### src/rtl/fetch_stage_pkg.sv
// Shared types for the fetch stage and its decode-side consumer.
// FSM state encoding, reset/step defaults and the registered fetch output record.
package fetch_stage_pkg;

   typedef enum logic [1:0] {
      BOOT,
      REQ,
      WAIT,
      HOLD
   } fetch_state_t;

   localparam logic [31:0] PC_RESET_DEFAULT = 32'h0000_0000;
   localparam logic [31:0] PC_STEP_DEFAULT  = 32'd4;

   typedef struct packed {
      logic        valid;
      logic [31:0] pc;
      logic [31:0] instr;
      logic        misalign;
   } fetch_out_t;

   function automatic logic [31:0] word_align(input logic [31:0] addr);
      return addr & 32'hFFFF_FFFC;
   endfunction

endpackage

### src/rtl/fetch_stage_pc_next.sv
// Next-PC selector for the fetch stage: redirect target, sequential step, or hold.
// Redirect always wins over a sequential advance.
module fetch_pc_next #(
   parameter logic [31:0] PC_STEP = 32'd4
) (
   input  logic [31:0] pc_i,
   input  logic        redirect_valid_i,
   input  logic [31:0] redirect_pc_i,
   input  logic        advance_i,
   output logic [31:0] pc_next_o
);

   always_comb begin
      if (redirect_valid_i) begin
         pc_next_o = redirect_pc_i;
      end else if (advance_i) begin
         pc_next_o = pc_i + PC_STEP;
      end else begin
         pc_next_o = pc_i;
      end
   end

endmodule

### src/rtl/fetch_stage.sv
// Instruction-fetch stage: owns the PC, one outstanding imem read, registered output to decode.
// Optional FETCH_MISALIGN_EN turns a misaligned PC into a flagged bubble instead of a fetch.
module fetch_stage
   import fetch_stage_pkg::*;
#(
   parameter logic [31:0] PC_RESET = PC_RESET_DEFAULT,
   parameter logic [31:0] PC_STEP  = PC_STEP_DEFAULT
) (
   input  logic        clk,
   input  logic        reset,
   output logic        imem_req_valid,
   output logic [31:0] imem_req_addr,
   input  logic        imem_req_ready,
   input  logic        imem_resp_valid,
   input  logic [31:0] imem_resp_data,
   input  logic        redirect_valid,
   input  logic [31:0] redirect_pc,
   input  logic        id_ready,
   output logic        if_valid,
   output logic [31:0] if_pc,
   output logic [31:0] if_instr,
   output logic        if_misalign
);

   fetch_state_t state_q, state_d;
   fetch_out_t   out_q, out_d;
   logic [31:0]  pc_q, pc_d, pc_next;
   logic         drop_q, drop_d;
   logic         advance;
   logic         pc_misaligned;

`ifdef FETCH_MISALIGN_EN
   localparam logic [31:0] PC_RESET_EFF = PC_RESET;
   assign pc_misaligned = |pc_q[1:0];
   assign pc_d          = pc_next;
`else
   // Low PC bits are cleared on every load, so pc_q is always word aligned here.
   localparam logic [31:0] PC_RESET_EFF = word_align(PC_RESET);
   assign pc_misaligned = 1'b0;
   assign pc_d          = word_align(pc_next);
`endif

   fetch_pc_next #(
      .PC_STEP (PC_STEP)
   ) u_pc_next (
      .pc_i             (pc_q),
      .redirect_valid_i (redirect_valid),
      .redirect_pc_i    (redirect_pc),
      .advance_i        (advance),
      .pc_next_o        (pc_next)
   );

   assign imem_req_valid = (state_q == REQ) && !pc_misaligned;
   assign imem_req_addr  = pc_q;

   // NOTE: every comb output gets a default first so no path can infer a latch.
   always_comb begin
      state_d = state_q;
      drop_d  = drop_q;
      out_d   = out_q;
      advance = 1'b0;
      unique case (state_q)
         BOOT: state_d = REQ;
         REQ: begin
            if (pc_misaligned && !redirect_valid) begin
               out_d   = '{valid: 1'b1, pc: pc_q, instr: 32'h0, misalign: 1'b1};
               state_d = HOLD;
            end else if (imem_req_valid && imem_req_ready) begin
               // A redirect in the acceptance cycle lets the request go but poisons its data.
               drop_d  = redirect_valid;
               state_d = WAIT;
            end
         end
         WAIT: begin
            if (imem_resp_valid) begin
               if (drop_q || redirect_valid) begin
                  drop_d  = 1'b0;
                  state_d = REQ;
               end else begin
                  out_d   = '{valid: 1'b1, pc: pc_q, instr: imem_resp_data, misalign: 1'b0};
                  state_d = HOLD;
               end
            end else if (redirect_valid) begin
               drop_d = 1'b1;
            end
         end
         HOLD: begin
            if (redirect_valid || id_ready) begin
               out_d.valid    = 1'b0;
               out_d.misalign = 1'b0;
               advance        = !redirect_valid;
               state_d        = REQ;
            end
         end
         default: state_d = BOOT;
      endcase
   end

   // NOTE: sequential state uses non-blocking assignments so all registers update together.
   always_ff @(posedge clk or posedge reset) begin
      if (reset) begin
         state_q <= BOOT;
         pc_q    <= PC_RESET_EFF;
         drop_q  <= 1'b0;
         out_q   <= '0;
      end else begin
         state_q <= state_d;
         pc_q    <= pc_d;
         drop_q  <= drop_d;
         out_q   <= out_d;
      end
   end

   assign if_valid    = out_q.valid;
   assign if_pc       = out_q.pc;
   assign if_instr    = out_q.instr;
   assign if_misalign = out_q.misalign;

   resp_only_in_wait : assert property (
      @(posedge clk) disable iff (reset) imem_resp_valid |-> (state_q == WAIT)
   ) else $error("imem response arrived while no fetch was outstanding");

endmodule
### config.mk
export PLATFORM = sky130hd
export DESIGN_NAME = fetch_stage
export DESIGN_NICKNAME = d
export VERILOG_FILES = /design/src/rtl/fetch_stage_pkg.sv /design/src/rtl/fetch_stage_pc_next.sv /design/src/rtl/fetch_stage.sv
export SDC_FILE = /design/constraint.sdc
export NUM_CORES = 1
export LEC_CHECK = 0
export ABC_CLOCK_PERIOD_IN_PS = 3850
export CAP_MARGIN = 30
export CORE_MARGIN = 2
export CORE_UTILIZATION = 40
export DETAILED_ROUTE_END_ITERATION = 10
export HOLD_SLACK_MARGIN = 0.02
export MAX_ROUTING_LAYER = met4
export PLACE_DENSITY = 0.77
export SLEW_MARGIN = 20
export SYNTH_ARGS = -nofsm -noshare
export SYNTH_HDL_FRONTEND = slang
export SYNTH_SLANG_ARGS = --single-unit
export TNS_END_PERCENT = 5
### constraint.sdc
create_clock -name clk -period 3.85 [get_ports clk]
set_input_delay 1.155 -clock clk [delete_from_list [all_inputs] [get_ports clk]]
set_output_delay 1.155 -clock clk [all_outputs]
set_load 0.03 [all_outputs]
# [After elaboration in Yosys (flattened, before gate mapping)]
# Cells that the tools add are included.
[classes] addsub=1 n_eq_ne=9 muxes=19 n_bitwise=1 reduce_logical=12
[op_table] op="$mux W66" n=2
[op_table] op="$mux W32" n=2
[op_table] op="$add A32 B3 Y32 const B" n=1
[op_table] op="$mux W2" n=4
[op_table] op="$pmux W2 S4" n=1
[op_table] op="$reduce_and A4 Y1" n=2
[op_table] op="$mux W1" n=7
[op_table] op="$ne A2 B2 Y1 const B" n=3
[op_table] op="$ne A3 B3 Y1 const B" n=2
[op_table] op="$pmux W1 S2" n=3
[op_table] op="$reduce_and A3 Y1" n=2
[op_table] op="$reduce_bool A2 Y1" n=3
[op_table] op="$eq A2 B2 Y1 const B" n=2
[op_table] op="$eq A2 B1 Y1 const B" n=1
[op_table] op="$logic_not A2 Y1" n=1
[op_table] op="$logic_or A1 B1 Y1" n=2
[op_table] op="$ne A2 B1 Y1 const B" n=1
[op_table] op="$logic_and A1 B1 Y1" n=1
[op_table] op="$logic_not A1 Y1" n=1
[op_table] op="$not A1 Y1" n=1
[word_totals] register_bits=97 in_bits=70 output_inout_bits=99 word_cells=49

# [Longest topological paths before layout]
# Gate-level depths: netlist (run 1).
[logic_depth] word_depth=5 depth_mapped=6 mapped_depth_nobuf=6

# [Cells and area by module]
# A second synthesis (run 1) with hierarchy kept.
[unflattened] hier_cells=381 area_unflattened_um2=4493.1
[modules_own_cells] mod="fetch_stage" instances=1 cells_per_inst=204 area_each_um2=3434.5 seq_area_each_um2=2402.3
[modules_own_cells] mod="fetch_pc_next" instances=1 cells_per_inst=177 area_each_um2=1058.5 seq_area_each_um2=0.0

# [Worst setup path after synthesis (run 1)]
# OpenSTA, ideal clock, no wires.
[synth_timing] kind="input -> register" startpoint="input redirect_valid" endpoint="register out_q, in the netlist if_instr[0]" setup_ps=125 t_arrival_ps=2581 required_time_ps=3725 path_slack_ps=1144 stages=4 path_buffers=2 path_cell_list="clkbuf_1 > nor3_1 > clkbuf_1 > mux2_2"
[synth_between] elab_chain_cells=3
[synth_lines] item="start: declaration" line="fetch_stage.sv:16" text="input logic redirect_valid,"
[synth_lines] item="$logic_or A1 B1 Y1" line="fetch_stage.sv:76" text="if (drop_q || redirect_valid) begin"
[synth_lines] item="$not A1 Y1 (no source line)"
[synth_lines] item="$reduce_and A3 Y1 (no source line)"
[synth_lines] item="end signal: assignment" line="fetch_stage.sv:110" text="out_q <= out_d;"
[synth_lines] item="end: declaration" line="fetch_stage.sv:26" text="fetch_out_t out_q, out_d;"
# Every way passes these cells.
# A chain may end at the register's enable or synchronous reset.

# [Final worst setup path (run 1)]
[layout_timing] startpoint="input id_ready" endpoint="register pc_q[29] (netlist: imem_req_addr[29])"
[layout_between] elab_chain_cells=4
[layout_lines] item="start: declaration" line="fetch_stage.sv:18" text="input logic id_ready,"
[layout_lines] item="$logic_or A1 B1 Y1" line="fetch_stage.sv:88" text="if (redirect_valid || id_ready) begin"
[layout_lines] item="$mux W1" line="fetch_stage.sv:88"
[layout_lines] item="$mux W1" line="fetch_stage.sv:62" text="unique case (state_q)"
[layout_lines] item="$reduce_bool A2 Y1 (no source line)"
[layout_lines] item="end signal: assignment" line="fetch_stage.sv:108" text="pc_q <= pc_d;"
[layout_lines] item="end: declaration" line="fetch_stage.sv:27" text="logic [31:0] pc_q, pc_d, pc_next;"
# Every way passes these cells.

==> out/qor.txt, run 1 <==
Num CTS Buffers = 9
Final Hold Violating Endpoints = 0
Warnings, synthesis = 0
register area share after synthesis = 54.6%
CP required = 4.12 ns
cell count after synthesis = 378
commonest non-fill, non-tap cell in the layout = clkdlybuf4s50_1
MaxCap Viol Count = 0
clock buffer depth = 2
All-Layer GR Usage = 19.1%
Leakage = 0.00265 uW
Avg Cell Area, Syn = 11.6 um^2
vias in the first global route = 3552
most frequent cells in the layout = clkdlybuf4s50_1 (161), dfrtp_1 (96), mux2_2 (62), nand2_1 (32), nor2_1 (22)
Starting Density = 40.8%
compound-gate portion of the synthesized area = 7.76%
post-synthesis adder-cell area fraction = 1.42%
placed cells = 666
Worst Path Class, Setup = in -> reg
DR vias/cell = 5.22
Worst EP arrival = 3.35 ns
Fin Hold WS = 0.511 ns
Post-synth ARST share = 100%
gpl congestion = 0.835
XOR/XNOR share of the synthesized area = 2.19%
Finished Layout Cells = 683
most area-hungry cell type in the Yosys netlist = dfrtp_1
total gr overflow = 0
worst min path class = reg -> reg
maximum fanout along the worst path = 8
endpoint class of the critical path = register
layout cells sized above 1 = 16.8%
Antenna Cells = 0
simple logic cell fraction of the synthesized area = 14.0%
drt first pass iters = 4
Max Clock Freq = 325 MHz
worst clock skew = 0.0142 ns
VDD IR max = 0.466 mV
Port Buf Inserts = 161
Post-synth top flop = dfrtp_1
first-pass GRT wire length = 17100 um
Setup Buffers After CTS = 0
Routed wire per std cell = 15.8 um
Die Area = 0.0119 mm^2
RSZ-0062 raised after global routing = no
area grow syn2layout = 44.4%
Yosys reg bits = 96
Pins Over Slew Limit = 0
DRC = 0
TNS Setup = 0 ns
Floorplan Core Area = 0.0108 mm^2
Tcrit/Tclk final = 79.8%
cts hold-fix bufs = 0
combinational family with the most area after synthesis = multiplexers
Die Wd = 109 um
PwrDens = 686 mW/mm^2
CTS Root Cell = clkbuf_8
dpl hpwl = 8160 um
Final setup violation count = 0
CTS H-tree lvls = 3
final wirelength = 10800 um
Clock Pin Slew Worst Setup and Hold Paths = 0.08 ns
Worst R2R Setup Slack = 1.40 ns
synthesized cell area = 0.00440 mm^2
status = complete, no violations
# rows = 38
multiplexer share of the synthesized area = 16.3%
EDFF count, synth = 0
nets@finish = 613
synth unique cells = 38
Yosys top cell area share = 54.6%
antenna violations before repair = 0
routed vias = 3564
minimum clock period after layout = 3.07 ns
top cells by area, synth = dfrtp_1 (55%), mux2_2 (16%), nand2_1 (2.7%)
clock latency on the worst-skew pair = 0.36 ns
CTS tree = done
DRT antenna net count = 0
I/O pin count = 169
pin count of the biggest net entering global routing = 43
CTS resizes = 0
initial DRC count = 191
chip height = 109 um
CTS sink cnt = 96
Worst setup SP type = input port
## flip-flops by register name, indices dropped and copies added (netlist names)
signal         flops
if_instr          32
if_pc             30
state_q            2
drop_q             1
if_valid           1
imem_req_addr     30
## metrics by stage
| stage | setup slack (ns) | cell area (um^2) | power [uW] | util [%] |
|---|---|---|---|---|
| 4_1_cts | 0.812 | 6350 | 4410 | 58.8 |
| 2_1_floorplan | 0.190 | 4420 | 2800 | - |
| 5_1_grt | 0.700 | 6350 | 4590 | 58.9 |
| 3_3_place_gp | 0.471 | 6150 | 3680 | 57.0 |
| 6_report | 0.777 | 6350 | 4360 | 58.9 |
| 3_5_place_dp | 0.430 | 6150 | 3730 | 57.0 |
## layer usage
layer	track usage (%)	vias up	routed length (um)
met4	7.60	0	205
met2	29.9	130	5200
met1	24.3	1727	4750
li1	-	1687	-
met5	-	-	0
met3	4.06	20	663
## report_power, final
| group | total (uW) | internal, uW | switching (uW) | leakage, uW |
|---|---|---|---|---|
| Clock | 665 | 335 | 331 | 0.000103 |
| Sequential | 1610 | 1370 | 235 | 0.00120 |
| Combinational | 2090 | 970 | 1120 | 0.00134 |
| Total | 4360 | 2680 | 1680 | 0.00265 |
## cell families (layout without fill, tap and decap cells)
| group | after synthesis | after routing |
|---|---|---|
| and+or+nand+nor | 114 | 114 |
| DFF | 96 | 96 |
| muxes | 64 | 64 |
| AOI/OAI and AO/OA | 51 | 51 |
| buffers and inverters | 36 | 197 |
| xor gates and xnor gates | 11 | 11 |
| adders and majority gates | 5 | 5 |
| other | 1 | 5 |
## path summary, 6_finish.rpt
check                                     to  cells after the start          from
min in group asynchronous        if_instr[9]                      2         reset
setup reg to reg           imem_req_addr[29]                      5    state_q[0]
setup / recovery           imem_req_addr[29]                      5      id_ready
max in group asynchronous       if_instr[22]                      3         reset
hold reg to reg                 if_instr[18]                      1  if_instr[18]
hold / removal                  if_instr[18]                      1  if_instr[18]
## cell usage after synthesis, types with 2 or more instances
| cell type | n |
|---|---|
| clkbuf_1 | 15 |
| dfrtp_1 | 96 |
| or4_1 | 14 |
| a311o_1 | 2 |
| mux2i_1 | 2 |
| o211ai_1 | 2 |
| xor2_1 | 6 |
| or3_1 | 2 |
| a221o_1 | 2 |
| inv_1 | 11 |
| nand2_1 | 32 |
| nand4_2 | 2 |
| nor4_1 | 5 |
| buf_2 | 5 |
| and3_1 | 2 |
| nand4_1 | 7 |
| mux2_2 | 62 |
| and4_1 | 4 |
| a31oi_1 | 12 |
| nor2_1 | 22 |
| nor3_1 | 3 |
| buf_4 | 5 |
| o41ai_1 | 2 |
| ha_1 | 5 |
| xnor2_1 | 5 |
| o21ai_0 | 17 |
| o31ai_1 | 9 |
| nand3_1 | 17 |
## cell type report
cell class | count | area [um^2]
flip-flops and latches | 96 | 2400
fillers | 914 | 4440
well taps | 140 | 175
repair buffers | 170 | 1680
multi-input cells | 250 | 1860
inverters | 11 | 43.8
clock inverters | 3 | 40.0
clock buffers | 13 | 159
## worst max-delay path: stages
cell and delay [ns]:
clkdlybuf4s50_1 0.57, nand4_2 0.21, or4_1 0.72, or4_1 0.51
a31oi_1 0.18
Power figures use the tool's default switching activity.
==> run 2: changes to the inputs <==
--- a/config.mk
+++ b/config.mk
@@ -5,7 +5,7 @@
 export SDC_FILE = /design/constraint.sdc
 export NUM_CORES = 1
 export LEC_CHECK = 0
-export ABC_CLOCK_PERIOD_IN_PS = 3850
+export ABC_CLOCK_PERIOD_IN_PS = 2700
 export CAP_MARGIN = 30
 export CORE_MARGIN = 2
 export CORE_UTILIZATION = 40
==> constraint.sdc (replaced) <==
create_clock -name clk -period 2.7 [get_ports clk]
set_input_delay 0.81 -clock clk [delete_from_list [all_inputs] [get_ports clk]]
set_output_delay 0.81 -clock clk [all_outputs]
set_load 0.03 [all_outputs]
==> out/qor.txt, run 2 (synthesized netlist as in run 1, its figures left out) <==
routed vias = 3625 (+1.7%)
All-Layer GR Usage = 19.9% (+0.79 points)
MaxCap Viol Count = 0 (unchanged)
area grow syn2layout = 47.5%
Tightest Pin Transition = 0.526 ns
max FFs per register = 32 (unchanged)
Leakage = 0.00271 uW (+2.3%)
Floorplan Core Area = 0.0108 mm^2 (unchanged)
Final Hold Violating Endpoints = 0 (unchanged)
total gr overflow = 0 (unchanged)
Die Area = 0.0119 mm^2 (unchanged)
PwrDens = 982 mW/mm^2 (+43%)
layout cells sized above 1 = 18.5% (+1.7 points)
pin count of the biggest net entering global routing = 55 (+28%)
clock latency on the worst-skew pair = 0.37 ns (about the same)
dpl hpwl = 8230 um (+0.93%)
Die Wd = 109 um (unchanged)
CP Capture Point = imem_req_valid
worst clock skew = 0.00513 ns (-0.00904 ns)
DRC = 0 (unchanged)
Max Clock Freq = 385 MHz
Worst Slack Setup Final = 0.104 ns (-0.674 ns)
commonest non-fill, non-tap cell in the layout = clkdlybuf4s50_1
nets@finish = 622 (+1.5%)
Routed wire per std cell = 16.2 um (+2.0%)
final wirelength = 11200 um (+3.3%)
DRT antenna net count = 0 (unchanged)
final core utilization = 60.2% (+1.3 points)
CTS Root Cell = clkbuf_8
Clock Pin Slew Worst Setup and Hold Paths = 0.09 ns (about the same)
Port Buf Inserts = 161 (unchanged)
Pins Over Slew Limit = 0 (unchanged)
CP Launch Point = state_q[1]
antenna violations before repair = 0 (unchanged)
clock buffer depth = 2 (unchanged)
gpl congestion = 0.815 (-2.4%)
minimum clock period after layout = 2.60 ns
worst r2r dst = imem_req_addr[29]
cts hold-fix bufs = 0 (unchanged)
Slew HR = 64.9%
Worst EP arrival = 1.79 ns (-1.56 ns)
I/O pin count = 169 (unchanged)
pre-CTS setup slack = -0.215 ns (-0.645 ns)
Tcrit/Tclk final = 96.2%
Worst setup SP type = register
first-pass GRT wire length = 17600 um (+3.4%)
CTS tree = done
CTS H-tree lvls = 3 (unchanged)
RSZ-0062 raised after global routing = no
CP required = 1.89 ns (-2.23 ns)
maximum fanout along the worst path = 3 (-5)
Starting Density = 40.8% (unchanged)
status = complete, no violations
Finished Cell Area = 0.00649 mm^2 (+2.2%)
worst min path class = reg -> reg
CTS resizes = 0 (unchanged)
endpoint class of the critical path = primary output
chip height = 109 um (unchanged)
drt first pass iters = 4 (unchanged)
Worst R2R Path Depth = 4 (-1)
VDD IR max = 0.587 mV (+26%)
CTS sink cnt = 96 (unchanged)
most frequent cells in the layout = clkdlybuf4s50_1 (161), dfrtp_1 (96), mux2_2 (62), nand2_1 (32), nor2_1 (22)
reg2reg start = imem_req_addr[11]
Final setup violation count = 0 (unchanged)
initial DRC count = 150 (-21%)
DR vias/cell = 5.24 (+0.39%)
# rows = 38 (unchanged)
Worst R2R Setup Slack = 0.39 ns (-1.01 ns)
Setup Buffers After CTS = 0 (unchanged)
Area after DPL = 0.00626 mm^2 (+1.9%)
Num CTS Buffers = 9 (unchanged)
vias in the first global route = 3599 (+1.3%)
Worst Path Class, Setup = reg -> out
Antenna Cells = 0 (unchanged)
-- run 2: changes by cell type in the layout (fill, tap and decap cells not counted), sizes merged --
cell      change
clkbuf        -4
inv           +1
clkinvlp      +2
buf          +10
clkinv        -1
bufinv        +1
-- run 2: worst min path at each step --
stage,from,end,cells after the start
after CTS,if_pc[6],if_pc[6],1
final,if_instr[28],if_instr[28],1
after global placement,if_pc[23],if_pc[23],1
after floorplan,drop_q,drop_q,2
after global routing,if_pc[6],if_pc[6],1
after detailed placement,if_pc[8],if_pc[8],1
-- run 2: layout make-up --
type / count / area (um^2)
inverters: 11 / 45.0
flip-flops and latches: 96 / 2400
clock buffers: 10 / 138
repair buffers: 179 / 1780
multi-input cells: 250 / 1860
clock inverters: 6 / 90.1
fillers: 937 / 4300
well taps: 140 / 175
-- run 2: metal layers --
metal	GRT usage (%)	vias up	wire length [um]
li1	-	1712	-
met1	24.8	1747	4690
met2	32.3	152	5580
met3	5.02	14	766
met4	5.49	0	141
met5	-	-	0
-- run 2: through the flow --
| step | total power, uW | hold WS (ns) | instances | setup TNS (ns) |
|---|---|---|---|---|
| after floorplan | 3990 | 0.544 | 382 | 0 |
| after global placement | 5260 | 0.489 | 676 | -0.419 |
| after detailed placement | 5360 | 0.496 | 676 | -0.599 |
| after CTS | 6450 | 0.516 | 692 | 0 |
| after global routing | 6700 | 0.526 | 692 | 0 |
| final | 6380 | 0.514 | 692 | 0 |
-- run 2: worst max-delay path: stages, from the launching register on --
cell and delay [ns]:
dfrtp_1 0.42, inv_1 0.11, ha_1 0.20, clkdlybuf4s50_1 0.70
-- run 2: report_power, final --
group	internal (uW)	leakage, uW	switching (uW)
clock	552	0.000113	524
sequential	1950	0.00120	340
combinational	1400	0.00139	1610
==> run 3: changes to the inputs <==
--- a/config.mk
+++ b/config.mk
@@ -10,6 +10,7 @@
 export CORE_MARGIN = 2
 export CORE_UTILIZATION = 40
 export DETAILED_ROUTE_END_ITERATION = 10
+export GPL_ROUTABILITY_DRIVEN = 0
 export HOLD_SLACK_MARGIN = 0.02
 export MAX_ROUTING_LAYER = met4
 export PLACE_DENSITY = 0.77
==> results of run 3 <==
Same layout as run 2: the final DEF is identical, and so are final timing and power.
